`src/rtl/i2c_pkg.sv`:
```
`default_nettype none
// ============================================================================
//  Module   : i2c_pkg
//  Purpose  : Shared types and constants for the multi-channel I2C master:
//             transaction state encoding, SCL quarter-phase codes and the
//             bit-count limit used by the address and data shifters.
//  Revision : 1.0 - initial release
// ============================================================================
package i2c_pkg;

  // Transaction phases; each non-idle state lasts a whole number of bits
  typedef enum logic [2:0] {
    ST_IDLE  = 3'd0,
    ST_START = 3'd1,
    ST_ADDR  = 3'd2,
    ST_AACK  = 3'd3,
    ST_DATA  = 3'd4,
    ST_DACK  = 3'd5,
    ST_STOP  = 3'd6
  } state_t;

  // Quarter phases within one bit period
  localparam logic [1:0] Q0 = 2'd0;
  localparam logic [1:0] Q1 = 2'd1;
  localparam logic [1:0] Q2 = 2'd2;
  localparam logic [1:0] Q3 = 2'd3;

  // Index of the final bit of an 8-bit address or data byte
  localparam logic [2:0] LAST_BIT = 3'd7;

endpackage
`default_nettype wire

```
`src/rtl/i2c_multi_master_if.sv`:
```
`default_nettype none
// ============================================================================
//  Module   : i2c_multi_master_if
//  Purpose  : Client request/response bundle plus open-drain pad controls
//             for the multi-channel I2C master.
//  Revision : 1.0 - initial release
// ============================================================================
interface i2c_multi_master_if #(
  parameter int NUM_CH = 2
);
  logic [NUM_CH-1:0]   req;
  logic [7*NUM_CH-1:0] addr;
  logic [NUM_CH-1:0]   rw;
  logic [8*NUM_CH-1:0] wdata;
  logic [NUM_CH-1:0]   grant;
  logic                done;
  logic [2:0]          done_ch;
  logic                ack_err;
  logic [7:0]          rdata;
  logic                busy;
  logic                scl_oe;
  logic                sda_oe;
  logic                sda_i;

  // The I2C master core side
  modport master (
    input  req, addr, rw, wdata, sda_i,
    output grant, done, done_ch, ack_err, rdata, busy, scl_oe, sda_oe
  );

  // Clients and pads side
  modport slave (
    output req, addr, rw, wdata, sda_i,
    input  grant, done, done_ch, ack_err, rdata, busy, scl_oe, sda_oe
  );
endinterface
`default_nettype wire

```
`src/rtl/rr_arbiter.sv`:
```
`default_nettype none
// ============================================================================
//  Module   : rr_arbiter
//  Purpose  : Round-robin picker. Chooses the first requesting channel at or
//             after the pointer (wrapping) and moves the pointer past the
//             winner when the advance strobe is given.
//  Revision : 1.0 - initial release
// ============================================================================
module rr_arbiter #(
  parameter  int NUM_CH = 2,
  localparam int PW     = (NUM_CH > 1) ? $clog2(NUM_CH) : 1
) (
  input  logic              clk,
  input  logic              reset,
  input  logic [NUM_CH-1:0] req,
  input  logic              advance,
  output logic [NUM_CH-1:0] grant,
  output logic [2:0]        grant_idx,
  output logic              valid
);

  logic [PW-1:0] pointer;
  logic [PW-1:0] next_ptr;
  int            pos;

  // Search channels in rotated order starting at the pointer
  always_comb begin
    grant     = '0;
    grant_idx = '0;
    valid     = 1'b0;
    next_ptr  = '0;
    pos       = 0;
    for (int k = 0; k < NUM_CH; k++) begin
      pos = int'(pointer) + k;
      if (pos >= NUM_CH) pos = pos - NUM_CH;
      for (int j = 0; j < NUM_CH; j++) begin
        if (!valid && (j == pos) && req[j]) begin
          valid     = 1'b1;
          grant[j]  = 1'b1;
          grant_idx = 3'(j);
          next_ptr  = (j + 1 >= NUM_CH) ? '0 : PW'(j + 1);
        end
      end
    end
  end

  // Pointer moves to winner+1 only when the winner is accepted
  always_ff @(posedge clk) begin
    if (reset) begin
      pointer <= '0;
    end else if (advance && valid) begin
      pointer <= next_ptr;
    end
  end

endmodule
`default_nettype wire

```
`src/rtl/i2c_multi_master.sv`:
```
`default_nettype none
// ============================================================================
//  Module   : i2c_multi_master
//  Purpose  : Shared I2C master serving NUM_CH requesters. Runs one
//             single-byte write or read at a time with slave-ACK checking,
//             divided SCL (4*QDIV clk per bit) and per-channel completion.
//  Revision : 1.0 - initial release
// ============================================================================
module i2c_multi_master
  import i2c_pkg::*;
#(
  parameter int NUM_CH = 2,
  parameter int QDIV   = 125
) (
  input logic                clk,
  input logic                reset,
  i2c_multi_master_if.master bus
);

  localparam int            QW    = (QDIV > 1) ? $clog2(QDIV) : 1;
  localparam logic [QW-1:0] QLAST = QW'(QDIV - 1);

  state_t            state, state_nxt;
  logic [QW-1:0]     qcnt, qcnt_nxt;
  logic [1:0]        qph, qph_nxt;
  logic [2:0]        bitcnt, bitcnt_nxt;
  logic [7:0]        shreg, shreg_nxt;
  logic [7:0]        wbyte, wbyte_nxt;
  logic              cur_rw, cur_rw_nxt;
  logic [2:0]        cur_ch, cur_ch_nxt;
  logic              err, err_nxt;
  logic [NUM_CH-1:0] gnt, gnt_nxt;
  logic              done_r, done_nxt;
  logic [2:0]        done_ch_r, done_ch_nxt;
  logic              ack_err_r, ack_err_nxt;
  logic [7:0]        rdata_r, rdata_nxt;
  logic              scl_drv, sda_drv;

  logic              q_end, sample_pt, bit_end;
  logic [NUM_CH-1:0] arb_grant;
  logic [2:0]        arb_idx;
  logic              arb_valid;
  logic              advance;
  logic [6:0]        sel_addr;
  logic              sel_rw;
  logic [7:0]        sel_wdata;

  rr_arbiter #(.NUM_CH(NUM_CH)) u_arb (
    .clk       (clk),
    .reset     (reset),
    .req       (bus.req),
    .advance   (advance),
    .grant     (arb_grant),
    .grant_idx (arb_idx),
    .valid     (arb_valid)
  );

  assign q_end     = (qcnt == QLAST);
  assign sample_pt = q_end && (qph == Q1);
  assign bit_end   = q_end && (qph == Q3);

  // Pick the winning channel's transaction fields
  always_comb begin
    sel_addr  = '0;
    sel_rw    = 1'b0;
    sel_wdata = '0;
    for (int i = 0; i < NUM_CH; i++) begin
      if (arb_grant[i]) begin
        sel_addr  = bus.addr[7*i +: 7];
        sel_rw    = bus.rw[i];
        sel_wdata = bus.wdata[8*i +: 8];
      end
    end
  end

  // Next-state, shifter and pad-drive decode
  always_comb begin
    state_nxt   = state;
    qcnt_nxt    = qcnt;
    qph_nxt     = qph;
    bitcnt_nxt  = bitcnt;
    shreg_nxt   = shreg;
    wbyte_nxt   = wbyte;
    cur_rw_nxt  = cur_rw;
    cur_ch_nxt  = cur_ch;
    err_nxt     = err;
    gnt_nxt     = gnt;
    done_nxt    = 1'b0;
    done_ch_nxt = done_ch_r;
    ack_err_nxt = ack_err_r;
    rdata_nxt   = rdata_r;
    advance     = 1'b0;
    scl_drv     = 1'b0;
    sda_drv     = 1'b0;

    if (state != ST_IDLE) begin
      if (q_end) begin
        qcnt_nxt = '0;
        qph_nxt  = qph + 2'd1;
      end else begin
        qcnt_nxt = qcnt + 1'b1;
      end
    end

    case (state)
      ST_IDLE: begin
        if (arb_valid) begin
          advance    = 1'b1;
          gnt_nxt    = arb_grant;
          cur_ch_nxt = arb_idx;
          cur_rw_nxt = sel_rw;
          wbyte_nxt  = sel_wdata;
          shreg_nxt  = {sel_addr, sel_rw};
          err_nxt    = 1'b0;
          qcnt_nxt   = '0;
          qph_nxt    = Q0;
          bitcnt_nxt = '0;
          state_nxt  = ST_START;
        end
      end
      ST_START: begin
        scl_drv = (qph == Q3);
        sda_drv = (qph == Q2) || (qph == Q3);
        if (bit_end) state_nxt = ST_ADDR;
      end
      ST_ADDR: begin
        scl_drv = (qph == Q0) || (qph == Q3);
        sda_drv = ~shreg[7];
        if (bit_end) begin
          shreg_nxt = {shreg[6:0], 1'b0};
          if (bitcnt == LAST_BIT) state_nxt = ST_AACK;
          else bitcnt_nxt = bitcnt + 3'd1;
        end
      end
      ST_AACK: begin
        scl_drv = (qph == Q0) || (qph == Q3);
        if (sample_pt && bus.sda_i) err_nxt = 1'b1;
        if (bit_end) begin
          bitcnt_nxt = '0;
          shreg_nxt  = cur_rw ? 8'h00 : wbyte;
          state_nxt  = err ? ST_STOP : ST_DATA;
        end
      end
      ST_DATA: begin
        scl_drv = (qph == Q0) || (qph == Q3);
        sda_drv = ~cur_rw & ~shreg[7];
        if (cur_rw && sample_pt) shreg_nxt = {shreg[6:0], bus.sda_i};
        if (bit_end) begin
          if (!cur_rw) shreg_nxt = {shreg[6:0], 1'b0};
          if (bitcnt == LAST_BIT) state_nxt = ST_DACK;
          else bitcnt_nxt = bitcnt + 3'd1;
        end
      end
      ST_DACK: begin
        // A read ends with a master NACK: SDA simply stays released
        scl_drv = (qph == Q0) || (qph == Q3);
        if (!cur_rw && sample_pt && bus.sda_i) err_nxt = 1'b1;
        if (bit_end) state_nxt = ST_STOP;
      end
      ST_STOP: begin
        scl_drv = (qph == Q0);
        sda_drv = (qph == Q0) || (qph == Q1);
        if (bit_end) begin
          state_nxt   = ST_IDLE;
          gnt_nxt     = '0;
          done_nxt    = 1'b1;
          done_ch_nxt = cur_ch;
          ack_err_nxt = err;
          if (cur_rw && !err) rdata_nxt = shreg;
        end
      end
      default: state_nxt = ST_IDLE;
    endcase
  end

  // State and datapath registers
  always_ff @(posedge clk) begin
    if (reset) begin
      state     <= ST_IDLE;
      qcnt      <= '0;
      qph       <= Q0;
      bitcnt    <= '0;
      shreg     <= '0;
      wbyte     <= '0;
      cur_rw    <= 1'b0;
      cur_ch    <= '0;
      err       <= 1'b0;
      gnt       <= '0;
      done_r    <= 1'b0;
      done_ch_r <= '0;
      ack_err_r <= 1'b0;
      rdata_r   <= '0;
    end else begin
      state     <= state_nxt;
      qcnt      <= qcnt_nxt;
      qph       <= qph_nxt;
      bitcnt    <= bitcnt_nxt;
      shreg     <= shreg_nxt;
      wbyte     <= wbyte_nxt;
      cur_rw    <= cur_rw_nxt;
      cur_ch    <= cur_ch_nxt;
      err       <= err_nxt;
      gnt       <= gnt_nxt;
      done_r    <= done_nxt;
      done_ch_r <= done_ch_nxt;
      ack_err_r <= ack_err_nxt;
      rdata_r   <= rdata_nxt;
    end
  end

  assign bus.grant   = gnt;
  assign bus.done    = done_r;
  assign bus.done_ch = done_ch_r;
  assign bus.ack_err = ack_err_r;
  assign bus.rdata   = rdata_r;
  assign bus.busy    = (state != ST_IDLE);
  assign bus.scl_oe  = scl_drv;
  assign bus.sda_oe  = sda_drv;

endmodule
`default_nettype wire

```
`src/flat_wrapper.sv`:
```
// flat-port wrapper written by rule: the top's interface ports become plain ports
module i2c_multi_master_flat import i2c_pkg::*;
#(
  parameter int NUM_CH = 2,
  parameter int QDIV   = 125
)
  (clk, reset, bus_req, bus_addr, bus_rw, bus_wdata, bus_sda_i, bus_grant, bus_done, bus_done_ch, bus_ack_err, bus_rdata, bus_busy, bus_scl_oe, bus_sda_oe);
  i2c_multi_master_if #(.NUM_CH(NUM_CH)) bus_i ();
  input logic clk;
  input logic reset;
  input wire logic [$bits(bus_i.req)-1:0] bus_req;
  input wire logic [$bits(bus_i.addr)-1:0] bus_addr;
  input wire logic [$bits(bus_i.rw)-1:0] bus_rw;
  input wire logic [$bits(bus_i.wdata)-1:0] bus_wdata;
  input wire logic [$bits(bus_i.sda_i)-1:0] bus_sda_i;
  output wire logic [$bits(bus_i.grant)-1:0] bus_grant;
  output wire logic [$bits(bus_i.done)-1:0] bus_done;
  output wire logic [$bits(bus_i.done_ch)-1:0] bus_done_ch;
  output wire logic [$bits(bus_i.ack_err)-1:0] bus_ack_err;
  output wire logic [$bits(bus_i.rdata)-1:0] bus_rdata;
  output wire logic [$bits(bus_i.busy)-1:0] bus_busy;
  output wire logic [$bits(bus_i.scl_oe)-1:0] bus_scl_oe;
  output wire logic [$bits(bus_i.sda_oe)-1:0] bus_sda_oe;
  assign bus_i.req = bus_req;
  assign bus_i.addr = bus_addr;
  assign bus_i.rw = bus_rw;
  assign bus_i.wdata = bus_wdata;
  assign bus_i.sda_i = bus_sda_i;
  assign bus_grant = bus_i.grant;
  assign bus_done = bus_i.done;
  assign bus_done_ch = bus_i.done_ch;
  assign bus_ack_err = bus_i.ack_err;
  assign bus_rdata = bus_i.rdata;
  assign bus_busy = bus_i.busy;
  assign bus_scl_oe = bus_i.scl_oe;
  assign bus_sda_oe = bus_i.sda_oe;
  i2c_multi_master #(.NUM_CH(NUM_CH), .QDIV(QDIV)) u_core (.clk(clk), .reset(reset), .bus(bus_i));
endmodule
```
`config.mk`:
```
export PLATFORM = sky130hd
export DESIGN_NAME = i2c_multi_master_flat
export DESIGN_NICKNAME = d
export VERILOG_FILES = /design/src/rtl/i2c_pkg.sv /design/src/rtl/i2c_multi_master_if.sv /design/src/rtl/rr_arbiter.sv /design/src/rtl/i2c_multi_master.sv /design/src/flat_wrapper.sv
export SDC_FILE = /design/constraint.sdc
export NUM_CORES = 1
export LEC_CHECK = 0
export ABC_CLOCK_PERIOD_IN_PS = 4000
export CORE_MARGIN = 5
export CORE_UTILIZATION = 50
export DETAILED_ROUTE_END_ITERATION = 7
export GPL_TIMING_DRIVEN = 0
export HOLD_SLACK_MARGIN = 0.03
export PLACE_DENSITY = 0.86
export SETUP_SLACK_MARGIN = 0.02
export SLEW_MARGIN = 20
export SYNTH_ARGS = -nofsm -noshare
export SYNTH_HDL_FRONTEND = slang
export SYNTH_SLANG_ARGS = --single-unit
```
`constraint.sdc`:
```
create_clock -name clk -period 4 [get_ports clk]
set_input_delay 0.4 -clock clk [delete_from_list [all_inputs] [get_ports clk]]
set_output_delay 0.4 -clock clk [all_outputs]
set_load 0.01 [all_outputs]
```
Yosys cells after proc, flatten, opt, wreduce, memory -nomap -nowiden
Index checks and enable logic that the tools add are counted.
- order comparisons: 2
- bitwise gates (word level): 4
- add/subtract/negate cells: 6
- reductions and logical operators: 43
- multiplexer cells: 64
- eq/ne operators: 26
- operators by type and width (cell ; count):
    $mux 8 ; 9
    $eq 2x32->1 const A ; 2
    $logic_not 32->1 ; 2
    $mux 32 ; 2
    $mux 3 ; 14
    $mux 7 ; 6
    $pmux 8 s4 ; 1
    $ne 2x1->1 const B ; 11
    $pmux 3 s7 ; 1
    $mux 1 ; 19
    $logic_and 1x1->1 ; 15
    $mux 2 ; 7
    $eq 3x3->1 const B ; 4
    $pmux 3 s3 ; 1
    $reduce_and 9->1 ; 1
    $reduce_bool 3->1 ; 3
    $reduce_and 4->1 ; 2
    $add 7x1->7 const B ; 1
    $eq 7x7->1 const B ; 1
    $eq 3x2->1 const B ; 2
    $pmux 1 s3 ; 2
    $reduce_and 3->1 ; 2
    $logic_not 1->1 ; 5
    $reduce_and 5->1 ; 1
    other kinds (23) ; 31
- register bits: 52
- logic and storage cells: 160
- input port bits: 37
- output and inout bits: 18

Longest topological paths before layout
Gate-level depths: netlist of the first run.
- depth in word-level cells: 20
- depth in mapped cells: 7
- gate-level depth less buffers: 6

By module
A second synthesis of the first run with hierarchy kept.
- cells, all modules: 386
- area, all modules: 3125.5 µm²
- modules (own cells, without submodules) (module ; cells an instance ; area an instance (µm²) ; times used):
    i2c_multi_master ; 374 ; 3027.9 ; 1
    rr_arbiter ; 12 ; 97.6 ; 1

Least setup slack after synthesis of the first run
Ideal clock, no wire load.
- kind: register to output
- from: register u_core.state[1]
- to: output bus_sda_oe
- path slack: 2.199 ns
- stages on the path, launching flop included: 6
- buffers on the path: 2
- data arrival time: 1.401 ns
- required time: 3.600 ns
- cells stage by stage: dfxtp_1 -> buf_2 -> and2b_2 -> buf_4 -> a21oi_1 -> o311ai_0
- longest elaborated chain between the ends: 2
- elaborated cells between the ends (all ways): 5
- RTL lines (what ; RTL line ; source):
    start, declared ; i2c_multi_master.sv:23 ; state_t state, state_nxt;
    start signal, assigned ; i2c_multi_master.sv:194 ; state <= state_nxt;
    $eq 3x3->1, or another cell as far along ; i2c_multi_master.sv:105 ; case (state)
    $pmux 1 s4 (*) ; i2c_multi_master.sv:105 ;
    end, declared ; flat_wrapper.sv:23 ; output wire logic [$bits(bus_i.sda_oe)-1:0] bus_sda_oe;
Mark *: on every way between the ends. The rest lies on a longest branch, timed or not.

Final worst setup path of the first run
- from: register u_core.state[0]
- to: output bus_sda_oe
Same word-level chain as after synthesis.

==> key figures, run 1 <==
Timing
  • Slew @ Worst Pin: 516 ps
  • Fin crit share: 69.1%
  • Final Hold Viols: 0
  • Max Slew Vio Count: 0
  • Worst rel slew slack: 65.5%
  • Peak Freq: 362 MHz
  • Setup-failing EPs final: 0
  • Layout Skew: 7.54 ps
  • RSZ-0062 raised after global routing: no
  • Setup_tns: 0 ps
  • Minimum clock period: 2760 ps

Hold path
  • Hold endpoint: u_core.cur_ch[0]
  • Hold path cells: 2
  • Hold WC Path Type: flip-flop to flip-flop
  • Worst Hold Launch: u_core.cur_ch[0]

Finish
  • Post-Layout Cell Count: about 460
  • # fillers: 490
  • Final #Nets: 430
  • Commonest non-fill, non-tap cell in the layout: clkdlybuf4s50_1
  • Commonest non-fill, non-tap cells in the layout: clkdlybuf4s50_1 (52), dfxtp_1 (48), nor2_1 (46), nand2_1 (29), mux2i_1 (21)
  • Area occupied by multi-input gates: 0.00169 mm²
  • Register Area: 961 µm²
  • Share of layout cells above drive strength 1: 8.85%
  • Ant diodes: 0
  • Area Growth Syn to Fin: 25.3%

Route
  • Iter 0 DRT Violations: 265
  • Per-cell routed wire length: 15.6 µm
  • # DRC: 0
  • Vias per inst: approximately 5.8
  • Routed WL: 7100 µm
  • DRT Pass-1 Iters: 5
  • Via count: roughly 2700
  • Final antenna-violating net count: 0

Die
  • Row count: 27
  • Core area: around 0.0055 mm²
  • Full die area: 0.00722 mm²
  • Initial Utilization: between 50% and 60%
  • IO Count: 55
  • Die Y: 85.0 µm
  • Die span in x: 85.0 µm

GRT
  • Largest net degree at the start of global routing: 16
  • Vias in the first global route: 2499
  • Global Route Usage Sum: 19.9%
  • Initial antenna violation count: 0
  • First-pass GRT wire length: about 12000 µm
  • Total gr overflow: 0

Logic synthesis
  • Ys async rst share: 0%
  • #FFs+latches synth: 48
  • Unique cell type count in the Yosys netlist: between 50 and 60
  • Post-synthesis cell area: 0.00281 mm²
  • Synth Flop Type: dfxtp_1
  • Synth Instances: 323
  • Synth Warn #: 0
  • EDFF count, synth: 0
  • Sequential element share of the synthesized area: 34.2%
  • Mean Syn Cell Area: 8.70 µm²

Critical path
  • Crit-path slowest cell: clkdlybuf4s50_1
  • Worst Setup Path Type: flip-flop to primary output
  • Critical path endpoint category: primary output
  • Worst endpoint data arrival time: ~2400 ps
  • CP Buf/Inv Count: 4
  • CP required: 3600 ps
  • Flop2flop setup slack: 2010 ps
  • Cell family with most CP delay: buffers and inverters
  • FF-to-FF path depth: 6
  • Critical Path Source Type: flip-flop
  • CP cell instances: buf_6 -> buf_2 -> buf_1 -> o211ai_1 -> o311ai_0 -> clkdlybuf4s50_1
  • Worst R2R End: u_core.wbyte[5]
  • Worst path depth: 6
  • Critical R2R Launch: u_core.state[2]
  • CP peak stage delay: 630 ps
  • Worst Path Max Fanout: 10

Clock tree
  • Clock buffer depth: 2
  • Sink Count: 48
  • Postcts setup bufs: 0
  • Post-CTS sizing: 0
  • Total CTS buffers: 5
  • Post-CTS Hold Buffers: 0
  • Root Buffer: clkbuf_8
  • Clk_lat worst skew: 310 ps
  • CTS clk-pin slew, worst paths: 90 ps
  • H-tree depth: 2
  • CTS tree: done

Power and ir drop
  • Power Total: 1710 µW
  • Static Leak: between 0.001 and 0.0015 µW
  • Peak supply drop: 0.000258 V
  • Power Dens Cells: 486 mW/mm²

Outcome
  • Status: completed

Place
  • Post-DP HPWL: about 5400 µm
  • Post-placement cell count: around 450
  • Final Wtd Congestion: ~0.97
  • IO buf count: 52

Job
  • Max Cap Viol: 0
## routing by layer
layer	wire (µm)	global-route usage [%]	vias to the layer above
met5	0	0	-
met4	124	6.91	0
met3	506	3.79	13
met2	3300	32.1	112
met1	3170	26.5	1229
li1	-	-	1313
## power by group
part	switching (µW)	total (µW)	internal, µW
Combinational	447	763	316
Sequential	73.7	642	568
Clock	166	306	140
Total	687	1710	1020
## Yosys cell counts, types with 2 or more instances
master	instances	area [µm²]
a221o_1	2	20.0
a211oi_1	3	22.5
buf_4	3	22.5
dfxtp_1	48	961
o21ai_0	5	25.0
o21a_1	2	15.0
buf_6	2	22.5
nand3b_1	7	52.6
buf_2	8	40.0
nor3_1	15	75.1
nor2_1	46	173
nand2b_1	6	37.5
ha_1	10	125
xnor2_1	5	43.8
or2_2	2	12.5
a21boi_0	2	15.0
nor3_4	2	32.5
a32o_1	8	80.1
a221oi_1	9	78.8
inv_1	8	30.0
o211ai_1	2	15.0
mux2i_1	21	210
nand3_1	5	25.0
and4_1	2	17.5
nand2_1	29	109
o31ai_1	2	15.0
a32oi_1	16	140
and2_1	2	12.5
a21oi_1	12	60.1
clkbuf_1	10	37.5
## registers in the layout (all words and copies together) (netlist names), 2 cells and up
name and flops:
u_core.qcnt 7, u_core.state 3, u_core.bitcnt 3, u_core.shreg 8, u_core.wbyte 8, u_core.bus.rdata 8, u_core.bus.grant 2, u_core.qph 2
## worst min-delay path: stages, from the launching register on
cell	delay, ps
dfxtp_1	310
nand2_1	50
a21oi_1	50
## logic make-up (layout without fill, tap and decap cells)
group | count (synthesis) | in the layout | synth area share [%]
and+or+nand+nor | 126 | 126 | 22.7
AOI/OAI and AO/OA | 76 | 76 | 22.8
DFF | 48 | 48 | 34.2
buffers and inverters | 33 | 93 | 5.70
muxes | 22 | 22 | 7.88
adders and majority gates | 11 | 11 | 4.81
xor gates and xnor gates | 6 | 6 | 1.87
other | 1 | 2 | 0.133
## cell type report
cell class,count,share of cell area (%)
buffer,24,3.59
clock buffer,6,2.34
clock inverter,2,0.426
inverter,9,0.959
multi-input combinational,243,48.1
sequential,48,27.3
tap,72,2.56
timing repair buffer,52,14.8
## worst max path at each step
stage | from | end
final | u_core.state[0] | bus_sda_oe
after floorplan | u_core.state[1] | bus_sda_oe
after detailed placement | u_core.state[1] | bus_sda_oe
after CTS | u_core.state[0] | bus_sda_oe
after global placement | u_core.state[1] | bus_sda_oe
after global routing | u_core.state[0] | bus_sda_oe
## per-stage QoR
step	setup slack [ps]	util (%)	cell area [µm²]	hold WS, ps
after floorplan	2200	-	2820	436
after global placement	1570	62.6	3430	447
after detailed placement	1570	62.6	3430	455
after CTS	1240	64.4	3520	467
after global routing	1160	64.4	3520	487
final	1240	64.4	3520	461
No activity file was read; power rests on OpenSTA's default activity.
==> run 2, diff against run 1 <==
--- a/config.mk
+++ b/config.mk
@@ -5,7 +5,7 @@
 export SDC_FILE = /design/constraint.sdc
 export NUM_CORES = 1
 export LEC_CHECK = 0
-export ABC_CLOCK_PERIOD_IN_PS = 4000
+export ABC_CLOCK_PERIOD_IN_PS = 2600
 export CORE_MARGIN = 5
 export CORE_UTILIZATION = 50
 export DETAILED_ROUTE_END_ITERATION = 7
==> constraint.sdc (replaced) <==
create_clock -name clk -period 2.6 [get_ports clk]
set_input_delay 0.26 -clock clk [delete_from_list [all_inputs] [get_ports clk]]
set_output_delay 0.26 -clock clk [all_outputs]
set_load 0.01 [all_outputs]
==> run 2 against run 1 <==
  * Clock skew is essentially flat
  * Routed wire length is 0.99% lower
  * Global-route usage shrank 0.20 points
  * Sequential share of layout area hardly changed
  * Critical endpoint is now bus_scl_oe
  * Register-to-register slack worse by 1400 ps
  * Sequential power up 54%
  * Final cell count shrank 0.22%
  * Worst hold slack improved by 1.8 ps
  * Utilization shrank 0.091 points
  * Combinational power increased by 52%
  * Sequential cell count did not move
  * Critical path depth is 1 lower
==> key figures, run 2 (same netlist as run 1, synthesis figures left out) <==
Finish
  • Commonest non-fill, non-tap cells in the layout: clkdlybuf4s50_1 (51), dfxtp_1 (48), nor2_1 (46), nand2_1 (29), mux2i_1 (21)
  • Share of layout cells above drive strength 1: 8.88% (+0.023 points)
  • # fillers: 491 (+0.20%)
  • Final #Nets: 429 (-0.23%)
  • Ant diodes: 0 (unchanged)
  • Commonest non-fill, non-tap cell in the layout: clkdlybuf4s50_1
  • Area Growth Syn to Fin: 25.1%

Die
  • Die span in x: 85.0 µm (unchanged)
  • Core area: 0.00547 mm² (unchanged)
  • Full die area: 0.00722 mm² (unchanged)
  • Die Y: 85.0 µm (unchanged)
  • IO Count: 55 (unchanged)
  • Row count: 27 (unchanged)
  • Initial Utilization: 51.4% (unchanged)

Clock tree
  • H-tree depth: 2 (unchanged)
  • Post-CTS sizing: 1 (+1)
  • Total CTS buffers: 5 (unchanged)
  • Clk_lat worst skew: 310 ps (about the same)
  • Root Buffer: clkbuf_8
  • CTS tree: done
  • Clock buffer depth: 2 (unchanged)
  • Sink Count: 48 (unchanged)
  • Post-CTS Hold Buffers: 0 (unchanged)
  • CTS clk-pin slew, worst paths: 80 ps (about the same)
  • Postcts setup bufs: 0 (unchanged)

GRT
  • Largest net degree at the start of global routing: 20 (+4)
  • Initial antenna violation count: 0 (unchanged)
  • Total gr overflow: 0 (unchanged)
  • Global Route Usage Sum: 19.7% (-0.20 points)
  • First-pass GRT wire length: 11600 µm (-0.71%)
  • Vias in the first global route: 2499 (unchanged)

Critical path
  • Critical R2R Launch: u_core.state[2]
  • Worst Path Max Fanout: 10 (unchanged)
  • Critical path endpoint category: primary output
  • Worst Setup Path Type: flip-flop to primary output
  • Critical Path Source Type: flip-flop
  • Flop2flop setup slack: 640 ps (-1370 ps)
  • Crit-path slowest cell: clkdlybuf4s50_1
  • CP peak stage delay: 580 ps (-50 ps)
  • Cell family with most CP delay: buffers and inverters
  • Worst R2R End: u_core.wbyte[5]
  • CP Buf/Inv Count: 3 (-1)
  • CP cell instances: buf_2 -> inv_1 -> ha_1 -> o21ai_0 -> clkdlybuf4s50_1
  • CP required: 2340 ps (-1260 ps)
  • FF-to-FF path depth: 6 (unchanged)
  • Worst endpoint data arrival time: 2060 ps (-300 ps)

Route
  • Final antenna-violating net count: 0 (unchanged)
  • Vias per inst: 5.78 (-1.1%)
  • DRT Pass-1 Iters: 4 (-1)
  • Via count: 2631 (-1.3%)
  • Per-cell routed wire length: 15.5 µm (-0.77%)
  • Iter 0 DRT Violations: 238 (-10%)
  • Routed WL: 7030 µm (-0.99%)
  • # DRC: 0 (unchanged)

Timing
  • Final hold slack: 462 ps (+1.81 ps)
  • Slew @ Worst Pin: 506 ps (-9.65 ps)
  • Peak Freq: 430 MHz
  • Fin crit share: 89.4%
  • Minimum clock period: 2320 ps
  • Layout Skew: 7.29 ps (-0.250 ps)
  • Setup_tns: 0 ps (unchanged)
  • Worst rel slew slack: 66.1% (+0.65 points)
  • Setup-failing EPs final: 0 (unchanged)
  • Final Hold Viols: 0 (unchanged)
  • Max Slew Vio Count: 0 (unchanged)
  • Final worst slack: 275 ps (-961 ps)
  • RSZ-0062 raised after global routing: no

Power and ir drop
  • Static Leak: 0.00126 µW (+0.25%)
  • Peak supply drop: 0.000398 V (+54%)
  • Power Dens Cells: 743 mW/mm² (+53%)

Hold path
  • Hold path cells: 2 (unchanged)
  • Hold WC Path Type: flip-flop to flip-flop
  • Worst Hold Launch: u_core.cur_ch[0]
  • Hold endpoint: u_core.cur_ch[0]

Place
  • Pre-CTS setup slack: 308 ps (-1260 ps)
  • IO buf count: 52 (unchanged)
  • Final Wtd Congestion: 0.966 (unchanged)
  • Post-DP HPWL: 5440 µm (unchanged)

Outcome
  • Status: completed

Job
  • Max Cap Viol: 0 (unchanged)
run 2: metrics by stage:
stage,area (µm²),power (µW),instances,util (%)
finish,3520,2610,455,64.3
global route,3520,2800,455,64.3
CTS,3520,2610,455,64.3
detailed placement,3430,2160,448,62.6
global placement,3430,2140,448,62.6
floorplan,2820,1800,324,-
run 2: worst min-delay path, cell delays in order, from the launching register on:
cell and delay, ps:
dfxtp_1 320, nand2_1 50, a21oi_1 60
run 2: layer usage:
metal,global-route usage (%),share of wire [%],vias to the layer above
met2,32.1,47,88
met1,26.1,46,1223
met5,0,0,-
met3,3.50,5.6,9
met4,6.91,1.7,0
li1,-,-,1311
run 2: layout make-up:
| cell class | count | area [µm²] | area share (%) |
|---|---|---|---|
| buffer | 23 | 123 | 3.49 |
| clock buffer | 6 | 82.6 | 2.35 |
| clock inverter | 2 | 15.0 | 0.427 |
| inverter | 9 | 33.8 | 0.960 |
| multi-input combinational | 243 | 1690 | 48.2 |
| sequential | 48 | 961 | 27.3 |
| tap | 72 | 90.1 | 2.56 |
| timing repair buffer | 52 | 519 | 14.8 |
run 2: worst max-delay path by stage:
stage / startpoint / to / cells past startpoint / slack [ps]
CTS: u_core.state[1] / bus_scl_oe / 5 / 290
global route: u_core.state[1] / bus_scl_oe / 5 / 140
detailed placement: u_core.state[1] / bus_sda_oe / 6 / 310
floorplan: u_core.qcnt[0] / u_core.shreg[0] / 6 / 850
global placement: u_core.state[1] / bus_sda_oe / 6 / 310
finish: u_core.state[1] / bus_scl_oe / 5 / 280
run 2: where the power goes:
group / switching (µW) / internal (µW)
sequential: 113 / 874
clock: 256 / 215
combinational: 676 / 479
total: 1040 / 1570
==> run 3, diff against run 2 <==
--- a/config.mk
+++ b/config.mk
@@ -5,15 +5,16 @@
 export SDC_FILE = /design/constraint.sdc
 export NUM_CORES = 1
 export LEC_CHECK = 0
-export ABC_CLOCK_PERIOD_IN_PS = 2600
+export ABC_CLOCK_PERIOD_IN_PS = 2800
 export CORE_MARGIN = 5
 export CORE_UTILIZATION = 50
+export CTS_CLUSTER_SIZE = 8
 export DETAILED_ROUTE_END_ITERATION = 7
 export GPL_TIMING_DRIVEN = 0
 export HOLD_SLACK_MARGIN = 0.03
 export PLACE_DENSITY = 0.86
 export SETUP_SLACK_MARGIN = 0.02
-export SLEW_MARGIN = 20
+export SLEW_MARGIN = 25
 export SYNTH_ARGS = -nofsm -noshare
 export SYNTH_HDL_FRONTEND = slang
 export SYNTH_SLANG_ARGS = --single-unit
==> constraint.sdc (replaced) <==
create_clock -name clk -period 2.8 [get_ports clk]
set_input_delay 0.28 -clock clk [delete_from_list [all_inputs] [get_ports clk]]
set_output_delay 0.28 -clock clk [all_outputs]
set_load 0.01 [all_outputs]
==> results of run 3 <==
Same layout as run 1 (identical final DEF). Status: completed.
Main changes from that run: setup slack after placement 1570 ps -> 488 ps; setup slack after layout 1240 ps -> 156 ps; register-to-register setup slack 2010 ps -> 810 ps; total power 1710 µW -> 2450 µW; worst IR drop on VDD 0.000258 V -> 0.000369 V
